$ cat src/rtl/ro_aging_monitor.sv
// ro_aging_monitor
// Controller and frequency counter for an array of ring-oscillator aging
// sensors. Every channel sits under the global stress setting. On request,
// one channel is released from stress and its ring is closed. After a
// settle period, its rising edges are counted over a programmable window.
//
// Ports
//   clk        system clock
//   rst_n      synchronous active-low reset
//   start      measurement request (taken only when idle and not busy)
//   ch_sel     channel to measure, captured with start
//   window     count window in clk cycles, captured with start
//   stress_en  global stress request for channels not being measured
//   ro_in      raw asynchronous oscillator outputs
//   mode       per-channel oscillate enable (1 = ring closed)
//   stress     per-channel stress control
//   busy       high from the cycle after an accepted start through done
//   done       one-cycle pulse when count/ovf are valid
//   count      edge count of the last measurement, held until next done
//   ovf        last measurement saturated the counter
//
// state     | meaning
// ----------+------------------------------------------------------------
// S_IDLE    | no channel selected; waits for a valid start
// S_SETTLE  | ring closed, edges not yet counted (SETTLE_CYC cycles)
// S_MEASURE | count rising edges of the selected channel (window cycles)
// S_FINISH  | publish count/ovf, pulse done, release the channel
module ro_aging_monitor #(
  parameter int N_RO       = 4,
  parameter int CNT_W      = 16,
  parameter int WIN_W      = 16,
  parameter int SETTLE_CYC = 4,
  localparam int SEL_W     = (N_RO > 1) ? $clog2(N_RO) : 1
) (
  input  logic             clk,
  input  logic             rst_n,
  input  logic             start,
  input  logic [SEL_W-1:0] ch_sel,
  input  logic [WIN_W-1:0] window,
  input  logic             stress_en,
  input  logic [N_RO-1:0]  ro_in,
  output logic [N_RO-1:0]  mode,
  output logic [N_RO-1:0]  stress,
  output logic             busy,
  output logic             done,
  output logic [CNT_W-1:0] count,
  output logic             ovf
);

  localparam int ST_W = $clog2(SETTLE_CYC + 1);

  typedef enum logic [1:0] {S_IDLE, S_SETTLE, S_MEASURE, S_FINISH} state_t;

  state_t           state;
  logic [N_RO-1:0]  ro_s1, ro_s2, ro_prev;
  logic [N_RO-1:0]  rise;
  logic [SEL_W-1:0] sel_q;
  logic [SEL_W-1:0] tgt;
  logic [WIN_W-1:0] win_tmr;
  logic [ST_W-1:0]  set_tmr;
  logic [CNT_W-1:0] cnt;
  logic             ovf_q;
  logic             accept;
  logic             hold;

  assign rise = ro_s2 & ~ro_prev;

  // busy is still high in the done cycle, so a start there is dropped
  assign accept = (state == S_IDLE) && start && !busy &&
                  ({1'b0, ch_sel} < (SEL_W + 1)'(N_RO));

  // The channel stays owned from acceptance through the FINISH cycle
  // because the outputs are registered one cycle ahead.
  assign hold = accept || (state == S_SETTLE) || (state == S_MEASURE);
  assign tgt  = accept ? ch_sel : sel_q;

  always_ff @(posedge clk) begin
    if (!rst_n) begin
      state   <= S_IDLE;
      ro_s1   <= '0;
      ro_s2   <= '0;
      ro_prev <= '0;
      sel_q   <= '0;
      win_tmr <= '0;
      set_tmr <= '0;
      cnt     <= '0;
      ovf_q   <= 1'b0;
      mode    <= '0;
      stress  <= '0;
      busy    <= 1'b0;
      done    <= 1'b0;
      count   <= '0;
      ovf     <= 1'b0;
    end else begin
      ro_s1   <= ro_in;
      ro_s2   <= ro_s1;
      ro_prev <= ro_s2;
      done    <= 1'b0;

      for (int i = 0; i < N_RO; i++) begin
        mode[i]   <= hold && (SEL_W'(i) == tgt);
        stress[i] <= stress_en && !(hold && (SEL_W'(i) == tgt));
      end

      case (state)
        S_IDLE: begin
          busy <= 1'b0;
          if (accept) begin
            state   <= S_SETTLE;
            sel_q   <= ch_sel;
            win_tmr <= window;
            set_tmr <= ST_W'(SETTLE_CYC - 1);
            cnt     <= '0;
            ovf_q   <= 1'b0;
            busy    <= 1'b1;
          end
        end
        S_SETTLE: begin
          if (set_tmr == '0) begin
            if (win_tmr == '0) begin
              state <= S_FINISH;
            end else begin
              state   <= S_MEASURE;
              win_tmr <= win_tmr - WIN_W'(1);
            end
          end else begin
            set_tmr <= set_tmr - ST_W'(1);
          end
        end
        S_MEASURE: begin
          if (rise[sel_q]) begin
            if (&cnt) ovf_q <= 1'b1;
            else      cnt   <= cnt + CNT_W'(1);
          end
          if (win_tmr == '0) state <= S_FINISH;
          else               win_tmr <= win_tmr - WIN_W'(1);
        end
        S_FINISH: begin
          count <= cnt;
          ovf   <= ovf_q;
          done  <= 1'b1;
          state <= S_IDLE;
        end
        default: state <= S_IDLE;
      endcase
    end
  end

endmodule

$ cat config.mk
export PLATFORM = sky130hd
export DESIGN_NAME = ro_aging_monitor
export DESIGN_NICKNAME = d
export VERILOG_FILES = /design/src/rtl/ro_aging_monitor.sv
export SDC_FILE = /design/constraint.sdc
export NUM_CORES = 1
export LEC_CHECK = 0
export ABC_AREA = 1
export CORE_MARGIN = 4
export CORE_UTILIZATION = 59
export CTS_CLUSTER_SIZE = 10
export DETAILED_ROUTE_END_ITERATION = 7
export PLACE_DENSITY = 0.85
export SETUP_SLACK_MARGIN = 0.4
export SLEW_MARGIN = 5
export SYNTH_ARGS = -nofsm -noshare
export SYNTH_HDL_FRONTEND = slang
export SYNTH_SLANG_ARGS = --single-unit
$ cat constraint.sdc
create_clock -name clk -period 4.7 [get_ports clk]
set_clock_uncertainty 0.15 [all_clocks]
set_input_delay 0.94 -clock clk [delete_from_list [all_inputs] [get_ports clk]]
set_output_delay 0.94 -clock clk [all_outputs]
set_load 0.03 [all_outputs]
# Yosys cells after proc, flatten, opt, wreduce, memory -nomap -nowiden
# Cells that the tools add are included.
dict set report op_classes {
  add_sub_neg 3
  mul 0
  n_div 0
  order_cmp 1
  eq_ne 13
  shifts 0
  n_mux 25
  n_bitwise 2
  reduce_logical 30
}
# cell n
set ops {}
lappend ops {{two-way mux 16 bit} 6}
lappend ops {{one-hot mux 16 bit (3 select lines)} 1}
lappend ops {{one-hot mux 16 bit (2 select lines)} 1}
lappend ops {{adder 16 x 1 -> 16 bit (second input constant)} 1}
lappend ops {{logical NOT 16 bit} 1}
lappend ops {{AND reduction 16 bit} 1}
lappend ops {{subtractor 16 x 1 -> 16 bit (second input constant)} 1}
lappend ops {{logical AND 1 bit} 10}
lappend ops {{AND reduction 3 bit} 3}
lappend ops {{two-way mux 2 bit} 4}
lappend ops {{inequality test 2 x 1 -> 1 bit (second input constant)} 4}
lappend ops {{one-hot mux 2 bit (4 select lines)} 1}
lappend ops {{AND reduction 4 bit} 2}
lappend ops {{two-way mux 1 bit} 7}
lappend ops {{two-way mux 3 bit} 2}
lappend ops {{inequality test 2 bit (second input constant)} 3}
lappend ops {{one-hot mux 3 bit (2 select lines)} 1}
lappend ops {{logical NOT 1 bit} 5}
lappend ops {{AND 4 bit} 1}
lappend ops {{== test 2 bit (first input constant)} 2}
lappend ops {{== test 2 bit (second input constant)} 2}
lappend ops {{logical NOT 2 bit} 2}
lappend ops {{NOT 4 bit} 1}
lappend ops {{nonzero test 2 bit} 2}
lappend ops {{other kinds (9)} 10}
dict set report totals {
  ff_bits 79
  latch_bits 0
  ramBits 0
  mem_bits_ro 0
  in_bits 26
  out_inout_bits 27
  word_cells 89
  n_memories 0
}

# Depth between registers and ports, before layout
# Gate-level depths: netlist (run 1).
dict set report logic_depth {
  ltp_word 8
  mapped_depth 13
  depth_no_buf 13
}

# Worst setup path before layout (run 1)
# Ideal clock, no wire load.
dict set report synth_path {
  path_kind {input-to-reg}
  from {input port start}
  to {register win_tmr[7]}
  setup_time_ps 117
  arrival_ps 1737
  t_required_ps 4433
  path_slack_ps 2696
  path_stages 8
  path_cell_list {nand3b_4 > nand2_1 > nand2_1 > nor2_2 > nand2_2 > buf_6 > o21ai_0 > nor2_1}
}
dict set report synth_via {
  elab_chain_cells 4
}
# item line
set synth_rtl {}
lappend synth_rtl {{from (decl)} 37} ;# input logic start,
lappend synth_rtl {{logical AND 1 bit (2 in series)} 69} ;# assign accept = (state == S_IDLE) && start && !busy &&
lappend synth_rtl {{inequality test 2 bit (no source line)} -}
lappend synth_rtl {{AND reduction 3 bit (no source line)} -}
lappend synth_rtl {{to (signal assigned)} 111} ;# win_tmr <= window;
lappend synth_rtl {{to (signal assigned)} 124} ;# win_tmr <= win_tmr - WIN_W'(1);
lappend synth_rtl {{to (signal assigned)} 136} ;# else win_tmr <= win_tmr - WIN_W'(1);
lappend synth_rtl {{to (decl)} 59} ;# logic [WIN_W-1:0] win_tmr;
# No other way between the ends.
# A chain may end at the register's enable or synchronous reset.

# Final worst setup path (run 1)
dict set report layout_path {
  from {register state[0]}
  to {register win_tmr[8]}
}
dict set report layout_via {
  elab_chain_cells 5
  elab_cells_between_ends 10
  classes_between {eq/ne: 4; mux: 1; reduce/logical: 5}
}
# item line
set layout_rtl {}
lappend layout_rtl {{from (decl)} 54} ;# state_t state;
lappend layout_rtl {{from (signal assigned)} 79} ;# state <= S_IDLE;
lappend layout_rtl {{from (signal assigned)} 109} ;# state <= S_SETTLE;
lappend layout_rtl {{from (signal assigned)} 121} ;# state <= S_FINISH;
lappend layout_rtl {{logical NOT 2 bit} {69, 105}}
lappend layout_rtl {{logical AND 1 bit (2 in series)} 69}
lappend layout_rtl {{inequality test 2 bit (no source line)} -}
lappend layout_rtl {{AND reduction 3 bit (no source line)} -}
# Several ways; a longest one is shown, not always the timed one.

==> results of run 1 <==
worst register-to-register path, delay by kind of cell (launching register included):
family,cells,cell delay [ns]
flops,1,0.41
buf+inv,2,0.30
compound gates,1,0.18
simple gates,3,0.68
fa+ha+maj,1,0.86
cell families (layout without fill, tap and decap cells):
family                     count (synthesis)  after routing  share of synthesized area [%]
and+or+nand+nor                          307            307                           33.4
AOI/OAI and AO/OA                         96             96                           13.7
buffers and inverters                     87            138                           9.36
DFF                                       79             79                           39.2
adders and majority gates                 10             10                           3.10
xor gates and xnor gates                   6              6                           1.30
power groups by stage:
stage	clock, mW	combinational (mW)	sequential (mW)
floorplan	0	1.09	0.968
global placement	0	1.37	0.914
detailed placement	0	1.42	0.920
CTS	0.488	1.43	0.906
global route	0.520	1.62	0.922
finish	0.486	1.43	0.908
worst paths after layout:
kind | startpoint | end | slack (ns)
setup reg to reg | state[0] | win_tmr[8] | 2.02
hold reg to reg | ro_s1[2] | ro_s2[2] | 0.27
hold / removal | ro_s1[2] | ro_s2[2] | 0.27
setup / recovery | state[0] | win_tmr[8] | 2.02
final cells by class:
type / instances / area, um^2 / area share (%)
Multi-Input combinational cell: 419 / 2080 / 43.9
Sequential cell: 79 / 1580 / 33.4
Timing Repair Buffer: 54 / 536 / 11.3
Inverter: 68 / 255 / 5.39
Clock buffer: 9 / 124 / 2.62
Tap cell: 77 / 96.3 / 2.04
Clock inverter: 7 / 62.6 / 1.32
through the flow:
step           hold WS, ns  utilization (%)  power (mW)  setup WS [ns]
2_1_floorplan        0.240                -        2.06           2.70
3_3_place_gp         0.243             70.0        2.29           1.68
3_5_place_dp         0.256             70.0        2.34           1.66
4_1_cts              0.278             72.9        2.82           2.02
5_1_grt              0.288             72.9        3.06           1.69
6_report             0.275             72.9        2.83           2.02
synth_stat cells:
| cell | count | area share, % |
|---|---|---|
| clkbuf_1 | 8 | 0.74 |
| nor2_2 | 3 | 0.46 |
| xnor2_1 | 1 | 0.22 |
| a21oi_1 | 35 | 4.3 |
| o21ai_0 | 40 | 5.0 |
| a31oi_1 | 4 | 0.62 |
| buf_2 | 1 | 0.12 |
| buf_1 | 4 | 0.37 |
| nand4_1 | 10 | 1.5 |
| inv_2 | 4 | 0.37 |
| inv_1 | 63 | 5.9 |
| clkinv_1 | 1 | 0.093 |
| nand3_1 | 29 | 3.6 |
| nand2_4 | 2 | 0.56 |
| nand3_4 | 1 | 0.43 |
| a211oi_2 | 1 | 0.31 |
| o21ai_4 | 1 | 0.40 |
| nor2_4 | 4 | 1.1 |
| nor3b_1 | 1 | 0.19 |
| nand3b_4 | 1 | 0.50 |
| o21a_1 | 2 | 0.37 |
| o21bai_1 | 1 | 0.19 |
| nand2_1 | 147 | 14 |
| nand2_2 | 8 | 1.2 |
| buf_12 | 1 | 0.50 |
| buf_6 | 4 | 1.1 |
| a21oi_2 | 10 | 2.2 |
| nor3_1 | 1 | 0.12 |
| or2_2 | 2 | 0.31 |
| ha_1 | 10 | 3.1 |
| xor2_1 | 5 | 1.1 |
| buf_4 | 1 | 0.19 |
| dfxtp_1 | 79 | 39 |
| o22ai_1 | 2 | 0.31 |
| nand3b_1 | 6 | 1.1 |
| nor2_1 | 92 | 8.6 |
registers in the layout, indices dropped and copies added, names as in the netlist:
register / cells
stress: 4
ovf_q: 1
mode: 4
ro_s1: 4
ro_prev: 4
sel_q: 2
busy: 1
set_tmr: 3
ovf: 1
ro_s2: 4
state: 2
count: 16
done: 1
win_tmr: 16
cnt: 16
per-layer routing:
metal | GRT usage, % | vias up | part of all wire (%)
met2 | 38.7 | 101 | 48
met4 | 9.18 | 0 | 1.6
met3 | 4.08 | 13 | 4.9
met1 | 28.1 | 1742 | 46
met5 | 0 | - | 0
li1 | - | 1948 | -
==> results.toml, run 1 <==
[floorplan]
initial_core_util_pct = 62.2
die_area_um2 = 8230
ios = 53
core_um2 = 6490
rows = 29
fp.dieH_um = 90.7
dieWidth_um = 90.7

[routing]
route.detailed.drc = 0
avgViaCountPerCell = 5.34
vias = 3804
drt_iter0_drc = 270
first_pass_iters = 5
wl_per_cell_um = 12.7
wirelength_um = 9080
antenna_left = 0

[yosys]
synth_cell_type_count = 36
synth_area_um2 = 4040
synthCells = 585
avgSynthCellArea_um2 = 6.90
syn_nets = 621
ys_ff_latch = 79
yosysWarnings = 0
ys_seq_area_share_pct = 39.2

[status]
status = "completed"

[pwr]
p_clk_share_pct = 17.2
power_frac_comb_pct = 50.7
ir_drop_mv = 0.343
swShare_pct = 47.8
p_seq_share_pct = 32.1
switching_power_mw = 1.35
total_leakage_power_nw = 2.03
powerDensity_nw_per_um2 = 597
internal_power_mw = 1.48

[global_routing]
grt_pass1_wl_um = 15600
antenna_found_initial = 0
overflow = 0
grt_pass1_vias = 3511
grt_max_degree = 49
grt_usage_pct = 22.7

[layout]
layout-drive-gt1-share_pct = 8.65
final_cells = 713
layout_commonest_cell = "nand2_1"
fill_cells = 548
nNetsFinal = 667
antennaDiodeCount = 0
fin_area_um2 = 4730
area_growth_pct = 17.2
layout_common_cells = "147 x nand2_1, 92 x nor2_1, 79 x dfxtp_1, 63 x inv_1, 52 x clkdlybuf4s50_1"

[worst_setup_path]
cp-end-kind = "flop"
cpPeakStageDelay_ns = 0.86
path_buf_inv = 2
worst-r2r-cell-count = 7
cp-start-kind = "flop"
crit_fanout = 29
worst_ep_required_time_ns = 4.81
crit_slowest_cell = "ha_1"
cp_num_cells = 7
arrival_ns = 2.79
crit_type = "flop to flop"
crit_chain = "inv_1, ha_1, nand3_1, nand2_2, inv_2, o21ai_0, nor2_1"
crit_family = "adder cells"

[timing]
rsz0062_at_grt = "no"
max_freq_ghz = 0.373
setup_tns_ns = 0
min_period_ns = 2.68
period_share_pct = 57.0
tightest_slew_ns = 1.13
drv_slew = 0
relSlewSlack_pct = 24.5
setup-violations-final = 0
finalHoldViolations = 0

[clock_tree]
cts_inserted_buffers = 9
post_cts_buffers = 0
cts_root_buf = "clkbuf_8"
clock_latency_ns = 0.36
clkSlewWorstSetupHoldPaths_ns = 0.09
cts.hold.buffers_added = 0
cts_sinks = 79
cts.path.max_buffers = 2
cts_tree = "built"
htreeDepth = 3
ctsResizeCount = 0

[placed_design]
place_area_um2 = 4550
place_inst = 697
port_buffers = 52
routabilityCongestion = 0.877
hpwl_um = 6410

[hold_path]
whs_path_depth = 2
hold_path.class = "flop to flop"

[flow_run]
maxCapViolCount = 0
Power figures use the tool's default switching activity.
==> inputs of run 2 (changes only) <==
--- a/config.mk
+++ b/config.mk
@@ -7,10 +7,10 @@
 export LEC_CHECK = 0
 export ABC_AREA = 1
 export CORE_MARGIN = 4
-export CORE_UTILIZATION = 59
+export CORE_UTILIZATION = 55
 export CTS_CLUSTER_SIZE = 10
 export DETAILED_ROUTE_END_ITERATION = 7
-export PLACE_DENSITY = 0.85
+export PLACE_DENSITY = 0.8
 export SETUP_SLACK_MARGIN = 0.4
 export SLEW_MARGIN = 5
 export SYNTH_ARGS = -nofsm -noshare
==> constraint.sdc (replaced) <==
create_clock -name clk -period 2.6 [get_ports clk]
set_clock_uncertainty 0.15 [all_clocks]
set_input_delay 0.52 -clock clk [delete_from_list [all_inputs] [get_ports clk]]
set_output_delay 0.52 -clock clk [all_outputs]
set_load 0.03 [all_outputs]
==> run 2 against run 1 <==
  * Global-route usage shrank 0.47 points
  * Sequential cell count is the same
  * Non-clock buffer count grew 5
  * Register-to-register slack lost 1.5 ns
  * Cell area grew 3.0%
  * Clock power grew 100%
  * Die area grew 6.6%
  * Routed wire length grew 6.2%
  * Cell count grew 3.5%
  * Critical path type is now flop to output pin
  * Highest routed layer unchanged
==> results.toml, run 2 (synthesized netlist as in run 1, its figures left out) <==
[routing]
first_pass_iters = 5
vias = 3866
route.detailed.drc = 0
drt_iter0_drc = 283
wirelength_um = 9640
avgViaCountPerCell = 5.24
antenna_left = 0
wl_per_cell_um = 13.1

[global_routing]
antenna_found_initial = 0
grt_pass1_wl_um = 15700
grt_usage_pct = 22.2
grt_max_degree = 48
overflow = 0
grt_pass1_vias = 3509

[worst_setup_path]
path_buf_inv = 1
r2r_start = "state[1]"
crit_slowest_cell = "clkdlybuf4s50_1"
crit_type = "flop to output pin"
cp-start-kind = "flop"
r2r_end = "win_tmr[7]"
cp-end-kind = "output pin"
cpPeakStageDelay_ns = 0.68
ff2ff_setup_slack_ns = 0.56
worst_ep_required_time_ns = 1.93
worst-r2r-cell-count = 10
crit_fanout = 2
crit_family = "buffers and inverters"
crit_chain = "clkdlybuf4s50_1"
arrival_ns = 1.42
cp_num_cells = 1

[floorplan]
initial_core_util_pct = 58.1
die_area_um2 = 8780
fp.dieH_um = 93.7
ios = 53
rows = 30
core_um2 = 6940
dieWidth_um = 93.7

[placed_design]
routabilityCongestion = 0.839
hpwl_um = 6510
place_inst = 719
pre_cts_ws_ns = 0.0973
port_buffers = 52

[timing]
setup-violations-final = 0
setup_tns_ns = 0
rsz0062_at_grt = "no"
drv_slew = 0
finalHoldViolations = 0
relSlewSlack_pct = 41.2
period_share_pct = 80.3
max_freq_ghz = 0.479
tightest_slew_ns = 0.881
layout_setup_ws_ns = 0.511
holdWs_ns = 0.271
min_period_ns = 2.09

[clock_tree]
cts_sinks = 79
cts_root_buf = "clkbuf_8"
htreeDepth = 3
cts.path.max_buffers = 2
clkSlewWorstSetupHoldPaths_ns = 0.09
cts_tree = "built"
clock_latency_ns = 0.36
cts_inserted_buffers = 9

[layout]
reg_top3 = "cnt x16, count x16, win_tmr x16"
final_cells = 738
fill_cells = 586
layout_commonest_cell = "nand2_1"
nNetsFinal = 673
multi_input_area_um2 = 2120
seqCellArea_um2 = 1580
antennaDiodeCount = 0
area_growth_pct = 20.8
layout_common_cells = "147 x nand2_1, 92 x nor2_1, 79 x dfxtp_1, 62 x inv_1, 52 x clkdlybuf4s50_1"
layout-drive-gt1-share_pct = 9.97

[pwr]
total_leakage_power_nw = 2.08
fin_total_pwr_mw = 5.49
powerDensity_nw_per_um2 = 1130
ir_drop_mv = 0.570

[hold_path]
whs_path_depth = 2
min_to = "ro_s2[1]"
hold_path.class = "flop to flop"
worstHoldStart = "ro_s1[1]"

[status]
status = "completed"

[flow_run]
maxCapViolCount = 0
==> run 2: tightest hold or removal path, stage by stage (launching register included) <==
cell,delay [ns]
dfxtp_1,0.32
nand2_1,0.05
inv_1,0.04
==> run 2: routing by layer <==
layer / GRT usage [%] / wire (um) / share of wire (%) / up-vias
li1: - / - / - / 1960
met1: 28.4 / 4360 / 45 / 1761
met2: 36.4 / 4580 / 48 / 125
met3: 4.73 / 517 / 5.4 / 20
met4: 8.78 / 185 / 1.9 / 0
met5: 0 / 0 / 0 / -
==> run 2: worst max-delay path by stage <==
| stage | from | endpoint | slack, ns |
|---|---|---|---|
| floorplan | state[0] | win_tmr[7] | 0.79 |
| global placement | start | win_tmr[12] | 0.16 |
| detailed placement | start | win_tmr[12] | 0.1 |
| CTS | state[0] | win_tmr[12] | 0.43 |
| global route | win_tmr[0] | win_tmr[13] | 0.38 |
| finish | count[1] | count[1] | 0.51 |
==> run 2: final cells by class <==
class                           instances  share of cell area, %
Multi-Input combinational cell        420                   43.5
Tap cell                               96                   2.46
Clock buffer                            9                   2.54
Inverter                               68                   5.34
Sequential cell                        79                   32.4
Clock inverter                          7                   1.77
Timing Repair Buffer                   59                   12.0
==> run 2: repair_timing <==
| item | 4_1_cts | 5_1_grt |
|---|---|---|
| endpoints found under the hold margin | 0 | 0 |
| pin swaps | 0 | 1 |
| setup endpoints to repair | 19 | 30 |
| cloned | 0 | 1 |
| gates resized for setup | 2 | 8 |
| buffers inserted | 0 | 2 |
| hold buffers | 0 | 0 |
==> run 2: stage by stage <==
stage               instance area [um^2]  utilization, %
floorplan                           4040               -
global route                        4880            70.2
global placement                    4590            66.1
finish                              4880            70.2
CTS                                 4810            69.3
detailed placement                  4590            66.1
==> run 2: power by group <==
part | internal [mW] | leakage, nW | switching (mW)
combinational | 1.01 | 1.33 | 1.87
clock | 0.467 | 0.105 | 0.510
sequential | 1.46 | 0.646 | 0.187
